==> config.mk <==
export PLATFORM = sky130hd
export DESIGN_NAME = parity_scan_engine
export DESIGN_NICKNAME = d
export VERILOG_FILES = /design/src/rtl/parity_scan_pkg.sv /design/src/rtl/parity_check_unit.sv /design/src/rtl/parity_scan_engine.sv
export SDC_FILE = /design/constraint.sdc
export NUM_CORES = 1
export LEC_CHECK = 0
export ABC_CLOCK_PERIOD_IN_PS = 3300
export CAP_MARGIN = 25
export CORE_MARGIN = 2
export CORE_UTILIZATION = 65
export DETAILED_ROUTE_END_ITERATION = 12
export DONT_BUFFER_PORTS = 1
export HOLD_SLACK_MARGIN = 0.03
export PLACE_DENSITY = 0.78
export SETUP_SLACK_MARGIN = 0.02
export SLEW_MARGIN = 20
export SYNTH_ARGS = -nofsm -noshare
export SYNTH_HDL_FRONTEND = slang
export SYNTH_HIERARCHICAL = 1
export SYNTH_SLANG_ARGS = --single-unit
==> constraint.sdc <==
create_clock -name clk -period 3.3 [get_ports clk]
set_input_delay 0.495 -clock clk [delete_from_list [all_inputs] [get_ports clk]]
set_output_delay 0.495 -clock clk [all_outputs]
set_load 0.03 [all_outputs]
==> src/rtl/parity_scan_pkg.sv <==
// Shared types and helpers for the parity scan engine.
//   state_t     : scan FSM states
//   clog2       : ceiling log2 for elaboration-time sizing
//   bank_w      : bank-select width, never narrower than 1 bit
//   parity_calc : XOR reduction of a data word with odd/even sense select
// Optional feature macro used elsewhere: PARITY_SCAN_STOP_ON_ERR_EN.
package parity_scan_pkg;

    typedef enum logic [1:0] {
        S_IDLE  = 2'd0,
        S_READ  = 2'd1,
        S_CHECK = 2'd2,
        S_DONE  = 2'd3
    } state_t;

    // Widest data word parity_calc accepts; callers zero-extend, which
    // leaves the XOR reduction unchanged.
    localparam int MAX_DATA_W = 1024;

    function automatic int clog2(input int value);
        int res;
        int v;
        res = 0;
        v   = value - 1;
        while (v > 0) begin
            res = res + 1;
            v   = v >> 1;
        end
        return res;
    endfunction

    // A single bank still gets a 1-bit select so the port never vanishes.
    function automatic int bank_w(input int num_banks);
        return (clog2(num_banks) < 1) ? 1 : clog2(num_banks);
    endfunction

    function automatic logic parity_calc(input logic [MAX_DATA_W-1:0] data,
                                         input logic                  odd);
        return (^data) ^ odd;
    endfunction

endpackage

==> src/rtl/parity_check_unit.sv <==
// Combinational parity checker.
//   data     : data word read from a bank
//   par      : stored parity bit for that word
//   mismatch : 1 when the stored bit disagrees with the recomputed parity
module parity_check_unit
    import parity_scan_pkg::*;
#(
    parameter int DATA_W     = 8,
    parameter bit PARITY_ODD = 1'b0
) (
    input  logic [DATA_W-1:0] data,
    input  logic              par,
    output logic              mismatch
);

    assign mismatch = (parity_calc(MAX_DATA_W'(data), PARITY_ODD) != par);

endmodule

==> src/rtl/parity_scan_engine.sv <==
// Sequential memory-integrity scanner over NUM_BANKS parity-protected banks.
// Each word takes two cycles: READ issues the strobe, CHECK evaluates the
// returned data/parity one cycle later.
// Ports:
//   clk, reset_n          : clock (rising edge), asynchronous active-low reset
//   start                 : one-cycle scan request, honoured only in IDLE
//   stop_on_err           : (only with PARITY_SCAN_STOP_ON_ERR_EN) end the
//                           scan at the first mismatch when high
//   mem_rd_en/bank/addr   : read request to the external banks
//   mem_rdata, mem_par    : read data and stored parity, 1 cycle after strobe
//   busy, done            : scan in progress / one-cycle end-of-scan pulse
//   match                 : result of the most recent check
//   err_count             : saturating mismatch count for the current scan
//   first_err_valid/_idx  : {bank,addr} of the first mismatch of the scan
// Macro: PARITY_SCAN_STOP_ON_ERR_EN adds stop_on_err and early termination.
module parity_scan_engine
    import parity_scan_pkg::*;
#(
    parameter int DATA_W     = 8,
    parameter int ADDR_W     = 3,
    parameter int NUM_BANKS  = 2,
    parameter int CNT_W      = 8,
    parameter bit PARITY_ODD = 1'b0,
    localparam int BANK_W    = bank_w(NUM_BANKS),
    localparam int IDX_W     = BANK_W + ADDR_W
) (
    input  logic              clk,
    input  logic              reset_n,
    input  logic              start,
`ifdef PARITY_SCAN_STOP_ON_ERR_EN
    input  logic              stop_on_err,
`endif
    output logic              mem_rd_en,
    output logic [BANK_W-1:0] mem_bank,
    output logic [ADDR_W-1:0] mem_addr,
    input  logic [DATA_W-1:0] mem_rdata,
    input  logic              mem_par,
    output logic              busy,
    output logic              done,
    output logic              match,
    output logic [CNT_W-1:0]  err_count,
    output logic              first_err_valid,
    output logic [IDX_W-1:0]  first_err_idx
);

    localparam logic [IDX_W-1:0] LAST_IDX = IDX_W'(NUM_BANKS * (2 ** ADDR_W) - 1);

    state_t             state_reg;
    logic [IDX_W-1:0]   idx_reg;
    logic               rd_en_reg;
    logic               busy_reg;
    logic               done_reg;
    logic               match_reg;
    logic [CNT_W-1:0]   err_count_reg;
    logic               first_valid_reg;
    logic [IDX_W-1:0]   first_idx_reg;

    logic mismatch;
    logic stop_now;
    logic last_word;

    parity_check_unit #(
        .DATA_W     (DATA_W),
        .PARITY_ODD (PARITY_ODD)
    ) u_check (
        .data     (mem_rdata),
        .par      (mem_par),
        .mismatch (mismatch)
    );

`ifdef PARITY_SCAN_STOP_ON_ERR_EN
    assign stop_now = stop_on_err & mismatch;
`else
    assign stop_now = 1'b0;
`endif

    // The scan ends on this compare, so idx never wraps within a scan.
    assign last_word = (idx_reg == LAST_IDX);

    always_ff @(posedge clk or negedge reset_n) begin
        if (!reset_n) begin
            state_reg       <= S_IDLE;
            idx_reg         <= '0;
            rd_en_reg       <= 1'b0;
            busy_reg        <= 1'b0;
            done_reg        <= 1'b0;
            match_reg       <= 1'b1;
            err_count_reg   <= '0;
            first_valid_reg <= 1'b0;
            first_idx_reg   <= '0;
        end else begin
            done_reg <= 1'b0;
            case (state_reg)
                S_IDLE: begin
                    if (start) begin
                        state_reg       <= S_READ;
                        idx_reg         <= '0;
                        err_count_reg   <= '0;
                        first_valid_reg <= 1'b0;
                        first_idx_reg   <= '0;
                        busy_reg        <= 1'b1;
                        rd_en_reg       <= 1'b1;
                    end
                end
                S_READ: begin
                    state_reg <= S_CHECK;
                    rd_en_reg <= 1'b0;
                end
                S_CHECK: begin
                    match_reg <= ~mismatch;
                    if (mismatch) begin
                        if (err_count_reg != {CNT_W{1'b1}}) begin
                            err_count_reg <= err_count_reg + CNT_W'(1);
                        end
                        if (!first_valid_reg) begin
                            first_valid_reg <= 1'b1;
                            first_idx_reg   <= idx_reg;
                        end
                    end
                    if (last_word || stop_now) begin
                        state_reg <= S_DONE;
                        busy_reg  <= 1'b0;
                        done_reg  <= 1'b1;
                    end else begin
                        idx_reg   <= idx_reg + IDX_W'(1);
                        state_reg <= S_READ;
                        rd_en_reg <= 1'b1;
                    end
                end
                S_DONE: begin
                    state_reg <= S_IDLE;
                end
                default: begin
                    state_reg <= S_IDLE;
                end
            endcase
        end
    end

    assign mem_rd_en       = rd_en_reg;
    assign mem_bank        = idx_reg[IDX_W-1 -: BANK_W];
    assign mem_addr        = idx_reg[ADDR_W-1:0];
    assign busy            = busy_reg;
    assign done            = done_reg;
    assign match           = match_reg;
    assign err_count       = err_count_reg;
    assign first_err_valid = first_valid_reg;
    assign first_err_idx   = first_idx_reg;

endmodule

==> flow_summary.yaml, run 1 <==
clocking:
  clock_tree.htree_level_count: 1
  clk_latency_ps: 300
  post_cts_resize_count: 0
  cts_tree: "done"
  max-clock-path-buffers: 2
  post-cts-setup-buffers: 0
  ctsRootBufferMaster: "clkbuf_4"
  clock_sinks: 23
  clkTransAtPathRegs_ps: 120
  cts-buffers-inserted: 3
power_and_ir_drop:
  leakage_power_of_the_design_nw: 0.572
  netSwitchingPower_uw: 414
  pwr-share-seq: 0.629
  power_density_mw_per_mm2: 728
  clock_power_share: 0.141
  internal_power_uw: 491
  power_switching_share: 0.457
  ir_drop_v: 0.000562
  comb_power_share: 0.230
sta:
  setup_violations: 0
  min_period_over_period: 0.646
  rsz_0062_raised_after_global_routing: "false"
  worst_clock_skew_ps: 1.54
  fmaxAchievable_ghz: 0.469
  final_max_tran_viols: 0
  max_slew.worst_pin.slew_ps: 853
  final_period_minus_worst_setup_slack_ps: 2130
  slew_headroom: 0.430
  setup_tns_ps: 0
  timing.final.hold_violations: 0
synthesis:
  synthMuxAreaShare: 0.0179
  netlist-cell-type-count: 34
  yosys_register_bits: 23
  synth_top_family_by_area: "simple AND/OR/NAND/NOR gates"
  syn_inst_count: 121
  synth_simple_gate_area_share: 0.188
  synth_xor_area_frac: 0.0768
  synth_warnings: 6
  syn-num-nets: 135
  syn_area_per_cell_um2: 9.82
  synth_seq_area_share: 0.485
  post_synthesis_instance_area_mm2: 0.00119
  synth_compound_gate_area_share: 0.174
  post_synth_fa_ha_maj_area_fraction: 0.0211
floorplan:
  core_rows: 15
  effective_utilization_at_floorplan: 0.688
  core_region_area_mm2: 0.00173
  die_area_mm2: 0.00219
  design.portCount: 33
  chip_height_um: 46.8
  die_width_um: 46.8
layout:
  share_of_final_layout_standard_cells_stronger_than_drive_strength_1: 0.0887
  synthToLayoutAreaGrowth_pct: 4.53
  final_util: 0.720
  finish.net_count: 139
  largest_register_ff_count: 8
  num_antenna_cells: 0
  nFillCells: 141
  post-route-cell-area_mm2: 0.00124
worst_setup_path:
  cp_required_ps: 3560
  setup.worst_path.end_class: "flop"
  crit_path_max_fanout: 8
  critical_path.startpoint_type: "primary input"
  regToRegSetupSlack_ps: 1450
  setup.worst_path.class: "in2reg"
  arrival_ps: 2390
run:
  drv_cap: 0
route:
  total_number_of_vias: 921
  drt_wl_total_um: 2230
  detail_route.first_pass.iterations: 4
  final_antenna_net_count: 0
  route.detailed.drc: 0
  avgRoutedWirePerCell_um: 14.9
  detailedRoute.firstIterationViolations: 12
  avgViaCountPerCell: 6.18
global_route:
  antenna_found_initial: 0
  global_route_usage_over_all_layers: 0.230
  global_route.overflow_total: 0
  largest_net_degree_at_the_start_of_global_routing: 24
  global_route_wire_length_before_repair_um: 3530
  grt_pass1_vias: 865
run_status:
  status: "finished, final reports clean"
place:
  gp_congestion: 0.845
  port_buffers: 0
  dpl.hpwl_um: 1640
  area_after_dpl_mm2: 0.00121
hold_path:
  min_path_type: "in2async"
## through the flow
stage / hold WS [ps] / total power [mW] / std cells / setup WS, ps
2_1_floorplan: 199 / 0.723 / 121 / 1080
3_3_place_gp: 200 / 0.767 / 144 / 895
3_5_place_dp: 200 / 0.780 / 144 / 844
4_1_cts: 408 / 0.913 / 149 / 1160
5_1_grt: 160 / 0.964 / 149 / 925
6_report: 138 / 0.905 / 149 / 1170
## synthesized netlist by cell type
cell	number	share of area
o21ai_0	15	0.063
a211o_1	3	0.022
a21oi_1	6	0.025
or2_2	1	0.0053
and4_1	1	0.0074
o22a_1	2	0.015
and3_1	2	0.011
inv_1	9	0.028
nor2_1	7	0.022
nand4_1	2	0.011
xnor2_1	4	0.029
nand3_1	8	0.034
a21o_1	1	0.0063
nor2b_1	1	0.0053
a22o_1	2	0.015
ha_1	2	0.021
xor2_1	2	0.015
nand2b_1	1	0.0053
nand2_1	9	0.028
nand3_4	1	0.015
o21ba_2	1	0.0084
nor3_1	5	0.021
buf_2	2	0.0084
dfrtp_1	22	0.46
mux2i_1	1	0.0084
or2_1	1	0.0053
nand3b_1	3	0.019
o211ai_1	1	0.0063
xnor2_2	1	0.014
mux2_2	1	0.0095
xnor3_1	1	0.019
o21bai_1	1	0.0063
a22oi_1	1	0.0063
dfstp_2	1	0.022
## repair_timing
action | 4_1_cts | 5_1_grt
hold buffers | 1 | 0
endpoints found under the setup margin | 0 | 0
hold endpoints to repair | 23 | 0
## cells by family after synthesis
| group | after synthesis |
|---|---|
| AOI/OAI and AO/OA | 33 |
| xor gates and xnor gates | 8 |
| adders and majority gates | 2 |
| buffers and inverters | 11 |
| DFF | 23 |
| muxes | 2 |
| and+or+nand+nor | 42 |
## cell type report
type,instances,area [um2],share of cell area
clock buffer,3,22.5,0.0181
inverter,9,33.8,0.0272
sequential,23,577,0.464
multi-input combinational,87,568,0.457
clock inverter,1,5.00,0.00403
tap,25,31.3,0.0252
timing repair buffer,1,5.00,0.00403
## cell usage in the layout (no fill, tap or decap), types with 2 or more instances in the layout
cell type  count
dfrtp_1       22
o21ai_0       15
nand2_1        9
inv_1          9
nand3_1        8
nor2_1         7
a21oi_1        6
nor3_1         5
xnor2_1        4
nand3b_1       3
a211o_1        3
clkbuf_4       3
o22a_1         2
nand4_1        2
xor2_1         2
a22o_1         2
and3_1         2
ha_1           2
## layer usage
| layer | part of all wire | track usage |
|---|---|---|
| met1 | 0.41 | 0.281 |
| met2 | 0.53 | 0.378 |
| met3 | 0.050 | 0.0692 |
| met4 | 0.014 | 0.100 |
| met5 | 0 | 0 |
## power groups by stage
stage	Clock, mW	Combinational [mW]	Sequential [mW]
6_report	0.127	0.208	0.569
5_1_grt	0.145	0.239	0.580
4_1_cts	0.133	0.210	0.569
3_5_place_dp	0	0.203	0.577
3_3_place_gp	0	0.194	0.573
2_1_floorplan	0	0.180	0.543
## worst paths after layout
kind                       cells past startpoint           end          from
setup / recovery                               7  err_count[3]  mem_rdata[4]
hold / removal                                 1  err_count[1]       reset_n
setup reg to reg                               3  err_count[0]  state_reg[1]
hold reg to reg                                2         match         match
max in group asynchronous                      1         match       reset_n
min in group clk                               3    idx_reg[3]         start
## worst max-delay path, stage by stage
cell and delay [ps]:
xnor2_1 130, xnor3_1 410, xnor2_1 480, nand3b_1 260, o21ba_2 350, and3_1 170, a211o_1 90
Note: power is estimated with default switching activity, not from simulation.
==> inputs of run 2 (changes only) <==
--- a/config.mk
+++ b/config.mk
@@ -5,14 +5,14 @@
 export SDC_FILE = /design/constraint.sdc
 export NUM_CORES = 1
 export LEC_CHECK = 0
-export ABC_CLOCK_PERIOD_IN_PS = 3300
+export ABC_CLOCK_PERIOD_IN_PS = 2150
 export CAP_MARGIN = 25
 export CORE_MARGIN = 2
-export CORE_UTILIZATION = 65
+export CORE_UTILIZATION = 61
 export DETAILED_ROUTE_END_ITERATION = 12
 export DONT_BUFFER_PORTS = 1
 export HOLD_SLACK_MARGIN = 0.03
-export PLACE_DENSITY = 0.78
+export PLACE_DENSITY = 0.74
 export SETUP_SLACK_MARGIN = 0.02
 export SLEW_MARGIN = 20
 export SYNTH_ARGS = -nofsm -noshare
==> constraint.sdc (replaced) <==
create_clock -name clk -period 2.15 [get_ports clk]
set_input_delay 0.3225 -clock clk [delete_from_list [all_inputs] [get_ports clk]]
set_output_delay 0.3225 -clock clk [all_outputs]
set_load 0.03 [all_outputs]
==> flow_summary.yaml, run 2 (synthesis results as in run 1) <==
run_status:
  status: "finished, final reports clean"
worst_setup_path:
  worst-path-buf-inv: 0
  crit_path_max_fanout: 5
  rr_worst_depth: 4
  cp.depth: 7
  critical-path-max-stage-delay_ps: 430
  regToRegSetupSlack_ps: 470
  cp_required_ps: 2410
  arrival_ps: 2000
  path_common_cell: "xnor2_1"
  r2r_end: "err_count[5]"
  slowest_cell_on_the_critical_path: "xnor3_1"
  critical_path.cell_chain: "xnor2_1 -> xnor3_1 -> xnor2_1 -> nand3b_1 -> o21bai_1 -> nor3_1 -> a211o_1"
  crit_path_start: "mem_rdata[4]"
  setup.worst_path.class: "in2reg"
  setup.worst_path.end_class: "flop"
  crit_path_end: "err_count[3]"
  path_delay_family: "XOR/XNOR gates"
  critical_path.startpoint_type: "primary input"
  regToRegStartpoint: "err_count[5]"
sta:
  timing.final.hold_violations: 0
  setup_tns_ps: 0
  max_slew.worst_pin.slew_ps: 657
  final_max_tran_viols: 0
  fmaxAchievable_ghz: 0.573
  rsz_0062_raised_after_global_routing: "false"
  slew_headroom: 0.557
  min_period_over_period: 0.812
  setup_violations: 0
  final_period_minus_worst_setup_slack_ps: 1750
  worst_clock_skew_ps: 9.64
global_route:
  largest_net_degree_at_the_start_of_global_routing: 24
  global_route_wire_length_before_repair_um: 3890
  global_route_usage_over_all_layers: 0.243
  antenna_found_initial: 0
  grt_pass1_vias: 946
  global_route.overflow_total: 0
floorplan:
  die_width_um: 48.1
  core_region_area_mm2: 0.00178
  core_rows: 15
  chip_height_um: 48.1
  design.portCount: 33
  die_area_mm2: 0.00232
  effective_utilization_at_floorplan: 0.667
clocking:
  ctsRootBufferMaster: "clkbuf_4"
  cts_tree: "done"
  post-cts-setup-buffers: 0
  clock_tree.htree_level_count: 1
  clkTransAtPathRegs_ps: 130
  max-clock-path-buffers: 2
  clock_sinks: 23
  cts-buffers-inserted: 3
  clk_latency_ps: 310
power_and_ir_drop:
  power_density_mw_per_mm2: 1130
  ir_drop_v: 0.000881
  leakage_power_of_the_design_nw: 0.628
layout:
  share_of_final_layout_standard_cells_stronger_than_drive_strength_1: 0.156
  nFillCells: 140
  largest_register_ff_count: 8
  layout_commonest_cell: "dfrtp_1"
  num_antenna_cells: 0
  finish.net_count: 150
  synthToLayoutAreaGrowth_pct: 11.7
  final-instance-count-excl-fill: 160
  sequential_cell_area_um2: 577
  multi_input_comb_area_um2: 568
  final_cell_mix: "dfrtp_1, o21ai_0, buf_4"
route:
  detail_route.first_pass.iterations: 4
  route.detailed.drc: 0
  total_number_of_vias: 938
  avgViaCountPerCell: 5.86
  drt_wl_total_um: 2510
  final_antenna_net_count: 0
  avgRoutedWirePerCell_um: 15.7
  detailedRoute.firstIterationViolations: 10
place:
  port_buffers: 0
  gp_congestion: 0.845
  place.detailed.instances: 154
  dpl.hpwl_um: 1880
hold_path:
  min_path_type: "in2reg"
run:
  drv_cap: 0
## run 2: layer usage
metal	wire length [um]	vias up	share of wire	GRT usage
li1	-	462	-	-
met1	1090	453	0.43	0.279
met2	1300	21	0.52	0.437
met3	104	2	0.041	0.0519
met4	13	0	0.0052	0.0973
met5	0	-	0	0
## run 2: repair_timing
| action | in CTS | in global routing |
|---|---|---|
| gates resized for setup | 0 | 0 |
| hold endpoints to repair | 23 | 22 |
| hold buffers | 1 | 1 |
## run 2: stage by stage
stage / hold slack (ps) / utilization / setup WS [ps] / power, mW / area [um2]
final: 207 / 0.745 / 405 / 1.50 / 1330
after detailed placement: 27.4 / 0.721 / 105 / 1.30 / 1280
after CTS: 209 / 0.742 / 437 / 1.51 / 1320
after global placement: 27.4 / 0.721 / 149 / 1.28 / 1280
after global routing: 222 / 0.745 / 260 / 1.60 / 1330
after floorplan: 26.9 / - / 104 / 1.11 / 1190
## run 2: report_power, final
group	total [mW]	switching, mW	internal, mW
clock	0.203	0.134	0.0695
combinational	0.533	0.315	0.219
sequential	0.764	0.218	0.546
total	1.50	0.666	0.834
## run 2: cell type report
class | count | share of cell area
Clock buffer | 3 | 0.0170
Clock inverter | 1 | 0.00377
Inverter | 9 | 0.0254
Multi-Input combinational cell | 87 | 0.428
Sequential cell | 23 | 0.434
Tap cell | 25 | 0.0236
Timing Repair Buffer | 12 | 0.0679
## run 2: worst min-delay path: cells and delay by family
family / cells / cell delay [ps]
AO/OA/AOI/OAI: 1 / 60
AND/OR/NAND/NOR: 2 / 120
## run 2: how the worst min path moves through the flow
stage                 start           end  slack [ps]  cells after the start
floorplan           reset_n          busy          30                      0
global placement    reset_n  err_count[2]          30                      0
detailed placement  reset_n  err_count[2]          30                      0
CTS                   start    idx_reg[3]         210                      3
global route          start    idx_reg[3]         220                      3
finish                start    idx_reg[3]         210                      3
